$ cat src/rtl/tone_gen.sv
// ---------------------------------------------------------------------------
// tone_gen: beep/tone sequencer that drives the sound DAC with 8-bit
// offset-binary samples. It produces a square wave that is symmetric around
// midscale (8'h80), paced by a free-running sample tick. The DAC is returned
// to midscale after reset and at the end of every tone.
//
// Ports:
//   clk             system clock, rising edge
//   rst_n           asynchronous active-low reset
//   cmd_valid       tone command present
//   cmd_ready       block can accept a command (high only in IDLE)
//   cmd_half_period samples per half cycle (0 behaves as 1)
//   cmd_duration    tone length in samples (0 = no tone, midscale only)
//   cmd_amplitude   peak deviation from midscale
//   abort           stop the current tone (ignored outside PLAY)
//   dac_data        sample to the DAC
//   dac_valid       one-cycle strobe to the DAC
//   dac_ready       DAC idle
//   busy            high in any state other than IDLE
//   overrun_cnt     saturating count of samples lost to DAC backpressure
// ---------------------------------------------------------------------------
module tone_gen #(
  parameter int SAMPLE_DIV = 2500,
  parameter int HP_W       = 16
) (
  input  logic            clk,
  input  logic            rst_n,
  input  logic            cmd_valid,
  output logic            cmd_ready,
  input  logic [HP_W-1:0] cmd_half_period,
  input  logic [HP_W-1:0] cmd_duration,
  input  logic [6:0]      cmd_amplitude,
  input  logic            abort,
  output logic [7:0]      dac_data,
  output logic            dac_valid,
  input  logic            dac_ready,
  output logic            busy,
  output logic [7:0]      overrun_cnt
);

  localparam logic [2:0] ST_INIT      = 3'd0;
  localparam logic [2:0] ST_IDLE      = 3'd1;
  localparam logic [2:0] ST_PLAY      = 3'd2;
  localparam logic [2:0] ST_DONE      = 3'd3;
  localparam logic [2:0] ST_DONE_WAIT = 3'd4;

  localparam logic [7:0]      MID      = 8'h80;
  localparam logic [15:0]     DIV_LAST = 16'(SAMPLE_DIV - 1);
  localparam logic [HP_W-1:0] HP_ONE   = HP_W'(1);

  logic [2:0]      state_q, state_d;
  logic [15:0]     div_q, div_d;
  logic [HP_W-1:0] hp_q, hp_d;
  logic [HP_W-1:0] rem_q, rem_d;
  logic [HP_W-1:0] pcnt_q, pcnt_d;
  logic [6:0]      amp_q, amp_d;
  logic            phase_q, phase_d;
  logic [7:0]      data_q, data_d;
  logic            pend_q, pend_d;
  logic [7:0]      ovr_q, ovr_d;

  logic            tick;
  logic            req;
  logic [7:0]      req_val;

  // Square-wave level for the current phase; amp is 7 bits so neither
  // direction can wrap.
  function automatic logic [7:0] tone_level(input logic high, input logic [6:0] amp);
    return high ? (MID + {1'b0, amp}) : (MID - {1'b0, amp});
  endfunction

  function automatic logic [7:0] sat_inc(input logic [7:0] v);
    return (v == 8'hFF) ? v : (v + 8'd1);
  endfunction

  always_comb begin
    tick    = (div_q == DIV_LAST);
    div_d   = tick ? 16'd0 : (div_q + 16'd1);

    state_d = state_q;
    hp_d    = hp_q;
    rem_d   = rem_q;
    pcnt_d  = pcnt_q;
    amp_d   = amp_q;
    phase_d = phase_q;
    req     = 1'b0;
    req_val = MID;
    cmd_ready = 1'b0;

    case (state_q)
      ST_INIT: begin
        req     = 1'b1;
        state_d = ST_DONE_WAIT;
      end
      ST_IDLE: begin
        cmd_ready = 1'b1;
        if (cmd_valid) begin
          hp_d    = (cmd_half_period == '0) ? HP_ONE : cmd_half_period;
          rem_d   = cmd_duration;
          amp_d   = cmd_amplitude;
          phase_d = 1'b1;
          pcnt_d  = '0;
          state_d = (cmd_duration == '0) ? ST_DONE : ST_PLAY;
        end
      end
      ST_PLAY: begin
        // abort wins over a coincident tick: that tick's sample is dropped
        if (abort) begin
          state_d = ST_DONE;
        end else if (tick) begin
          req     = 1'b1;
          req_val = tone_level(phase_q, amp_q);
          if (pcnt_q == hp_q - HP_ONE) begin
            pcnt_d  = '0;
            phase_d = ~phase_q;
          end else begin
            pcnt_d  = pcnt_q + HP_ONE;
          end
          rem_d = rem_q - HP_ONE;
          if (rem_q == HP_ONE) begin
            state_d = ST_DONE;
          end
        end
      end
      ST_DONE: begin
        req     = 1'b1;
        state_d = ST_DONE_WAIT;
      end
      ST_DONE_WAIT: begin
        if (!pend_q) begin
          state_d = ST_IDLE;
        end
      end
      default: state_d = ST_INIT;
    endcase

    // Sample delivery: a request always overwrites the held sample. It only
    // counts as lost when the held one is not leaving in this same cycle.
    dac_valid = pend_q & dac_ready;
    data_d    = data_q;
    pend_d    = pend_q;
    ovr_d     = ovr_q;
    if (req) begin
      data_d = req_val;
      pend_d = 1'b1;
      if (pend_q && !dac_ready) begin
        ovr_d = sat_inc(ovr_q);
      end
    end else if (dac_valid) begin
      pend_d = 1'b0;
    end
  end

  always_ff @(posedge clk or negedge rst_n) begin
    if (!rst_n) begin
      state_q <= ST_INIT;
      div_q   <= '0;
      hp_q    <= HP_ONE;
      rem_q   <= '0;
      pcnt_q  <= '0;
      amp_q   <= '0;
      phase_q <= 1'b1;
      data_q  <= MID;
      pend_q  <= 1'b0;
      ovr_q   <= '0;
    end else begin
      state_q <= state_d;
      div_q   <= div_d;
      hp_q    <= hp_d;
      rem_q   <= rem_d;
      pcnt_q  <= pcnt_d;
      amp_q   <= amp_d;
      phase_q <= phase_d;
      data_q  <= data_d;
      pend_q  <= pend_d;
      ovr_q   <= ovr_d;
    end
  end

  assign dac_data    = data_q;
  assign busy        = (state_q != ST_IDLE);
  assign overrun_cnt = ovr_q;

endmodule

$ cat config.mk
export PLATFORM = sky130hd
export DESIGN_NAME = tone_gen
export DESIGN_NICKNAME = d
export VERILOG_FILES = /design/src/rtl/tone_gen.sv
export SDC_FILE = /design/constraint.sdc
export NUM_CORES = 1
export LEC_CHECK = 0
export BUFFER_PORTS_ARGS = -buffer_cell sky130_fd_sc_hd__buf_4
export CAP_MARGIN = 20
export CORE_ASPECT_RATIO = 1.5
export CORE_MARGIN = 8
export CORE_UTILIZATION = 58
export CTS_CLUSTER_SIZE = 24
export DETAILED_ROUTE_END_ITERATION = 12
export GPL_TIMING_DRIVEN = 0
export PLACE_DENSITY = 0.77
export SLEW_MARGIN = 0
export SYNTH_ARGS = -nofsm -noshare
export SYNTH_HDL_FRONTEND = slang
export SYNTH_SLANG_ARGS = --single-unit
$ cat constraint.sdc
create_clock -name clk -period 3.1 [get_ports clk]
set_input_delay 0.62 -clock clk [delete_from_list [all_inputs] [get_ports clk]]
set_output_delay 0.62 -clock clk [all_outputs]
set_load 0.02 [all_outputs]
==> Word level (Yosys, flattened, before mapping) <==
Cells that the tools add are included.
{ "word_totals": {"out_inout_bits": 19, "input_bits": 44, "elab_cells": 82, "regBits": 92} }
{ "op_classes": {"n_reduce_logical": 13, "muxes": 33, "n_eq_ne": 16, "add_sub_neg": 7, "bitwise_logic": 3} }
{ "op_table": {"columns": ["op", "count"], "rows": [
  ["16-bit 2-to-1 mux", 9],
  ["16-bit one-hot mux with 2 select lines", 2],
  ["16-bit by 1-bit adder with 16-bit output, second input constant", 2],
  ["16-bit logical NOT", 2],
  ["8-bit 2-to-1 mux", 4],
  ["16-bit by 1-bit subtractor with 16-bit output, second input constant", 2],
  ["16-bit by 1-bit == test with 1-bit output, second input constant", 1],
  ["16-bit by 12-bit == test with 1-bit output, second input constant", 1],
  ["16-bit == test", 1],
  ["3-bit 2-to-1 mux", 5],
  ["3-bit one-hot mux with 4 select lines", 1],
  ["1-bit 2-to-1 mux", 10],
  ["2-bit != test, second input constant", 5],
  ["8-bit by 1-bit adder with 8-bit output, second input constant", 1],
  ["8-bit by 7-bit adder with 8-bit output, first input constant", 1],
  ["8-bit == test, second input constant", 1],
  ["4-bit AND reduction", 2],
  ["8-bit by 7-bit subtractor with 8-bit output, first input constant", 1],
  ["3-bit by 2-bit == test with 1-bit output, second input constant", 2],
  ["3-bit != test, second input constant", 2],
  ["5-bit AND reduction", 1],
  ["1-bit one-hot mux with 2 select lines", 2],
  ["2-bit nonzero test", 2],
  ["3-bit by 1-bit == test with 1-bit output, second input constant", 1],
  ["other kinds (10)", 11]
]} }

==> Logic depth before layout (Yosys ltp) <==
{ "logic_depth": {"word_depth": 6, "mapped_depth": 10, "depth_no_buf": 9} }

==> Least setup slack after synthesis <==
OpenSTA, ideal clock, no wires.
{ "synth_path": {"path_kind": "register to register", "startpoint": "reg hp_q[0]", "endpoint": "reg pcnt_q[5]", "arrival_time_ns": 2.534, "setup_slack_ns": 0.429, "path_stages_with_launch": 11, "setup_time_ns": 0.137, "synth_period_minus_slack_ns": 2.671, "path_buffers": 1, "required_time_ns": 2.963, "path_cell_list": "dfstp_2 -> inv_1 -> ha_1 -> nor3b_4 -> a21oi_1 -> o2111ai_1 -> or4_4 -> nor4_4 -> nand2b_4 -> buf_6 -> a21oi_1"} }
{ "synth_between": {"elab_chain_cells": 6} }
{ "synth_rtl": {"columns": ["item", "line", "rtl"], "rows": [
  ["start, declared", "53", "logic [HP_W-1:0] hp_q, hp_d;"],
  ["start signal, assigned", "169", "hp_q <= hp_d;"],
  ["16-bit by 1-bit subtractor with 16-bit output", "113", "if (pcnt_q == hp_q - HP_ONE) begin"],
  ["16-bit == test", "113", null],
  ["16-bit 2-to-1 mux", "113", null],
  ["16-bit 2-to-1 mux", "110", "end else if (tick) begin"],
  ["16-bit 2-to-1 mux", "108", "if (abort) begin"],
  ["16-bit one-hot mux with 2 select lines", "90", "case (state_q)"],
  ["end signal, assigned", "171", "pcnt_q <= pcnt_d;"],
  ["end, declared", "55", "logic [HP_W-1:0] pcnt_q, pcnt_d;"]
]} }
Every way passes these cells. The select of a mux whose other input is x is not followed.
A chain may end at the register's enable or synchronous reset.

==> Worst setup path after layout <==
{ "layout_path": {"startpoint": "reg hp_q[0]", "endpoint": "reg pcnt_q[11]"} }
Same word-level chain as after synthesis.

==> flow_summary.toml <==
[run_status]
outcome = "finished clean"

[route]
ant_nets = 0
viasPerCell = 6.010
drt_pre_antenna_iters = 5
wl_um = 12270
vias = 4249
wire_per_inst_um = 17.36
drtIter0Drc = 301
drcViolationCount = 0

[timing]
skew_ns = 0.005570
whs_ns = 0.1822
setup_viol = 0
rsz0062_at_grt = "no"
worst_pin_slew_ns = 0.6686
slew_viol_final = 0
fin_crit_sh_pct = 95.23
slew_headroom_pct = 55.02
min_period_ns = 2.952
fmax_mhz = 338.7
final-hold-violation-count = 0

[final_layout]
fillCellCount = 678
final-seq-area_sq_um = 2306
design_area_sq_um = 5942
antenna_cells = 0
nets = 648
drive_gt1_share_pct = 19.83
syn_to_final_growth_pct = 18.43
multi_input_area_sq_um = 2576
instances_no_fill = 707

[die]
design.core.area_sq_um = 8413
die_h_um = 129.9
start_util_pct = 59.64
die_w_um = 91.94
ios = 63
rows = 41
die_area_sq_um = 11940

[setup_path]
arrival_ns = 3.14
cp-end-kind = "flip-flop"
rr_startpoint = "hp_q[0]"
rr_worst_depth = 10
worstPathRequired_ns = 3.29
startpoint_type = "flip-flop"
critical_path_class = "flip-flop to flip-flop"
rrSetupSlack_ns = 0.15
worstPathMaxFanout = 10
regToRegEndpoint = "pcnt_q[11]"

[power]
p_int_mw = 2.848
power_frac_clock_pct = 24.4
power_frac_seq_pct = 41.4
comb_power_share_pct = 34.2
sw_frac_of_total_pct = 36.31
cellLeakagePower_nw = 2.599
pwr_density_cell_nw_per_um2 = 752.7
p_sw_mw = 1.624
ir_worst_vdd_mv = 0.5034
p_total_mw = 4.472

[synth]
syn-mean-instance-area_sq_um = 9.593
yosys-top-cells-area = "dfrtp_1 44%, xnor2_1 5.6%, mux2_2 4.5%"
synth_cell_types = 61
async_flop_share_pct = 100.0
ys_ff_latch = 92
synth_area_sq_um = 5017
synthTopCellsByCount = "89 x dfrtp_1, 50 x nor2_1, 38 x nand2_1"
synth_warnings = 0
synth_edf_count = 0
ys.flop_type = "dfrtp_1"
synth.most_common_cell = "dfrtp_1"
synthesis.instances = 523
synth-seq-area-share_pct = 45.96
synth_top_area_share_pct = 44.39
syn_nets = 574
synth_top_area_cell = "dfrtp_1"

[clocking]
cts_root_buffer = "clkbuf_16"
cts_setup_buffers = 0
cts_resized = 0
clk_pin_slew_ns = 0.06
htreeDepth = 3
ctsHoldBuffers = 0
cts_tree = "yes"
cts_made_buffers = 9
clk_latency_ns = 0.34
clkSinkCount = 92
clk_path_buf_depth = 2

[placed_design]
port_buffers = 62
globalplace.congestion = 0.8405
dp_hpwl_um = 9071
placed_area_sq_um = 5644
post-place-cells = 693

[global_routing]
grt_usage_pct = 20.98
grt_overflow = 0
antenna_found_initial = 0
grt_pass1_wl_um = 20290
grt_start_max_net_pins = 72
grt_pass1_vias = 4349

[flow_run]
maxCapViolations = 0

[worst_hold_path]
hold_class = "input port to asynchronous set/reset pin"
## metrics by stage
stage / utilization (%) / TNS, ns / setup slack [ns]
detailed placement: 67.09 / -0.01523 / -0.01523
finish: 70.63 / 0 / 0.1480
floorplan: - / 0 / 0.4291
global route: 70.63 / 0 / 0.01269
CTS: 70.55 / 0 / 0.002834
global placement: 66.76 / 0 / 0.008231
## worst max-delay path, cell delays in order (launching register included)
cell	delay [ns]
dfstp_2	0.59
inv_1	0.06
ha_1	0.23
nor3b_4	0.18
a21oi_1	0.18
o2111ai_1	0.16
or4_4	0.57
nor4_4	0.35
nand2b_4	0.26
buf_6	0.15
a21oi_1	0.08
## flip-flops by register name (all words and copies together) (netlist names)
name / count
pcnt_q: 16
amp_q: 7
state_q: 3
div_q: 16
rem_q: 16
dac_data: 8
hp_q: 16
overrun_cnt: 8
phase_q: 1
pend_q: 1
## worst max path at each step
stage / start / end / slack, ns / cells after the start
after CTS: hp_q[2] / pcnt_q[11] / 0.003 / 8
after global placement: hp_q[2] / pcnt_q[14] / 0.008 / 8
after global routing: hp_q[0] / pcnt_q[11] / 0.01 / 10
after detailed placement: hp_q[2] / pcnt_q[11] / -0.02 / 8
after floorplan: hp_q[0] / pcnt_q[5] / 0.43 / 10
final: hp_q[0] / pcnt_q[11] / 0.15 / 10
## metal layers
layer | wire length [um] | track usage [%]
met5 | 0 | 0
met4 | 274 | 8.667
met3 | 573 | 4.943
met2 | 6499 | 37.80
met1 | 4923 | 23.10
## cell usage in the layout, fill, tap and decap left out, types with 3 or more instances in the layout
cell type	instances
nand2b_1	6
a22oi_1	6
clkbuf_1	21
and3_1	12
nor2_1	50
o21ai_0	30
inv_1	10
nand2_1	38
a31o_2	7
a31oi_1	6
clkbuf_16	9
or3_1	5
dfstp_2	3
dfrtp_1	89
nor2b_1	8
and4_1	3
xor2_1	24
ha_1	7
buf_4	62
a21oi_1	33
nand3_1	27
nand4_1	10
nor4b_1	3
mux2_2	20
nor4_1	13
xnor2_1	32
nor3_1	12
and2_1	3
## layout make-up
class                           instances  share of cell area, %
Multi-Input combinational cell        396                  43.36
Sequential cell                        92                  38.81
Timing Repair Buffer                   63                  8.296
Clock buffer                           12                  4.317
Tap cell                              107                  2.253
Buffer                                 25                  1.748
Inverter                               10                 0.6317
Clock inverter                          2                 0.5896
## power by group through the flow
| stage | Clock, mW | Combinational [mW] | Sequential [mW] |
|---|---|---|---|
| 6_report | 1.09 | 1.53 | 1.85 |
| 5_1_grt | 1.15 | 1.71 | 1.90 |
| 4_1_cts | 1.11 | 1.52 | 1.85 |
| 3_5_place_dp | 0 | 1.51 | 1.86 |
| 3_3_place_gp | 0 | 1.45 | 1.84 |
| 2_1_floorplan | 0 | 1.11 | 1.80 |
## kinds of logic (layout without fill, tap and decap cells)
logic type,after synthesis,after routing,synth area share (%)
muxes,21,21,4.688
DFF,92,92,45.96
buffers and inverters,35,112,2.818
AOI/OAI and AO/OA,106,106,13.12
xor gates and xnor gates,56,56,9.776
and+or+nand+nor,206,206,21.90
adders and majority gates,7,7,1.746
Note: power is estimated with default switching activity, not from simulation.
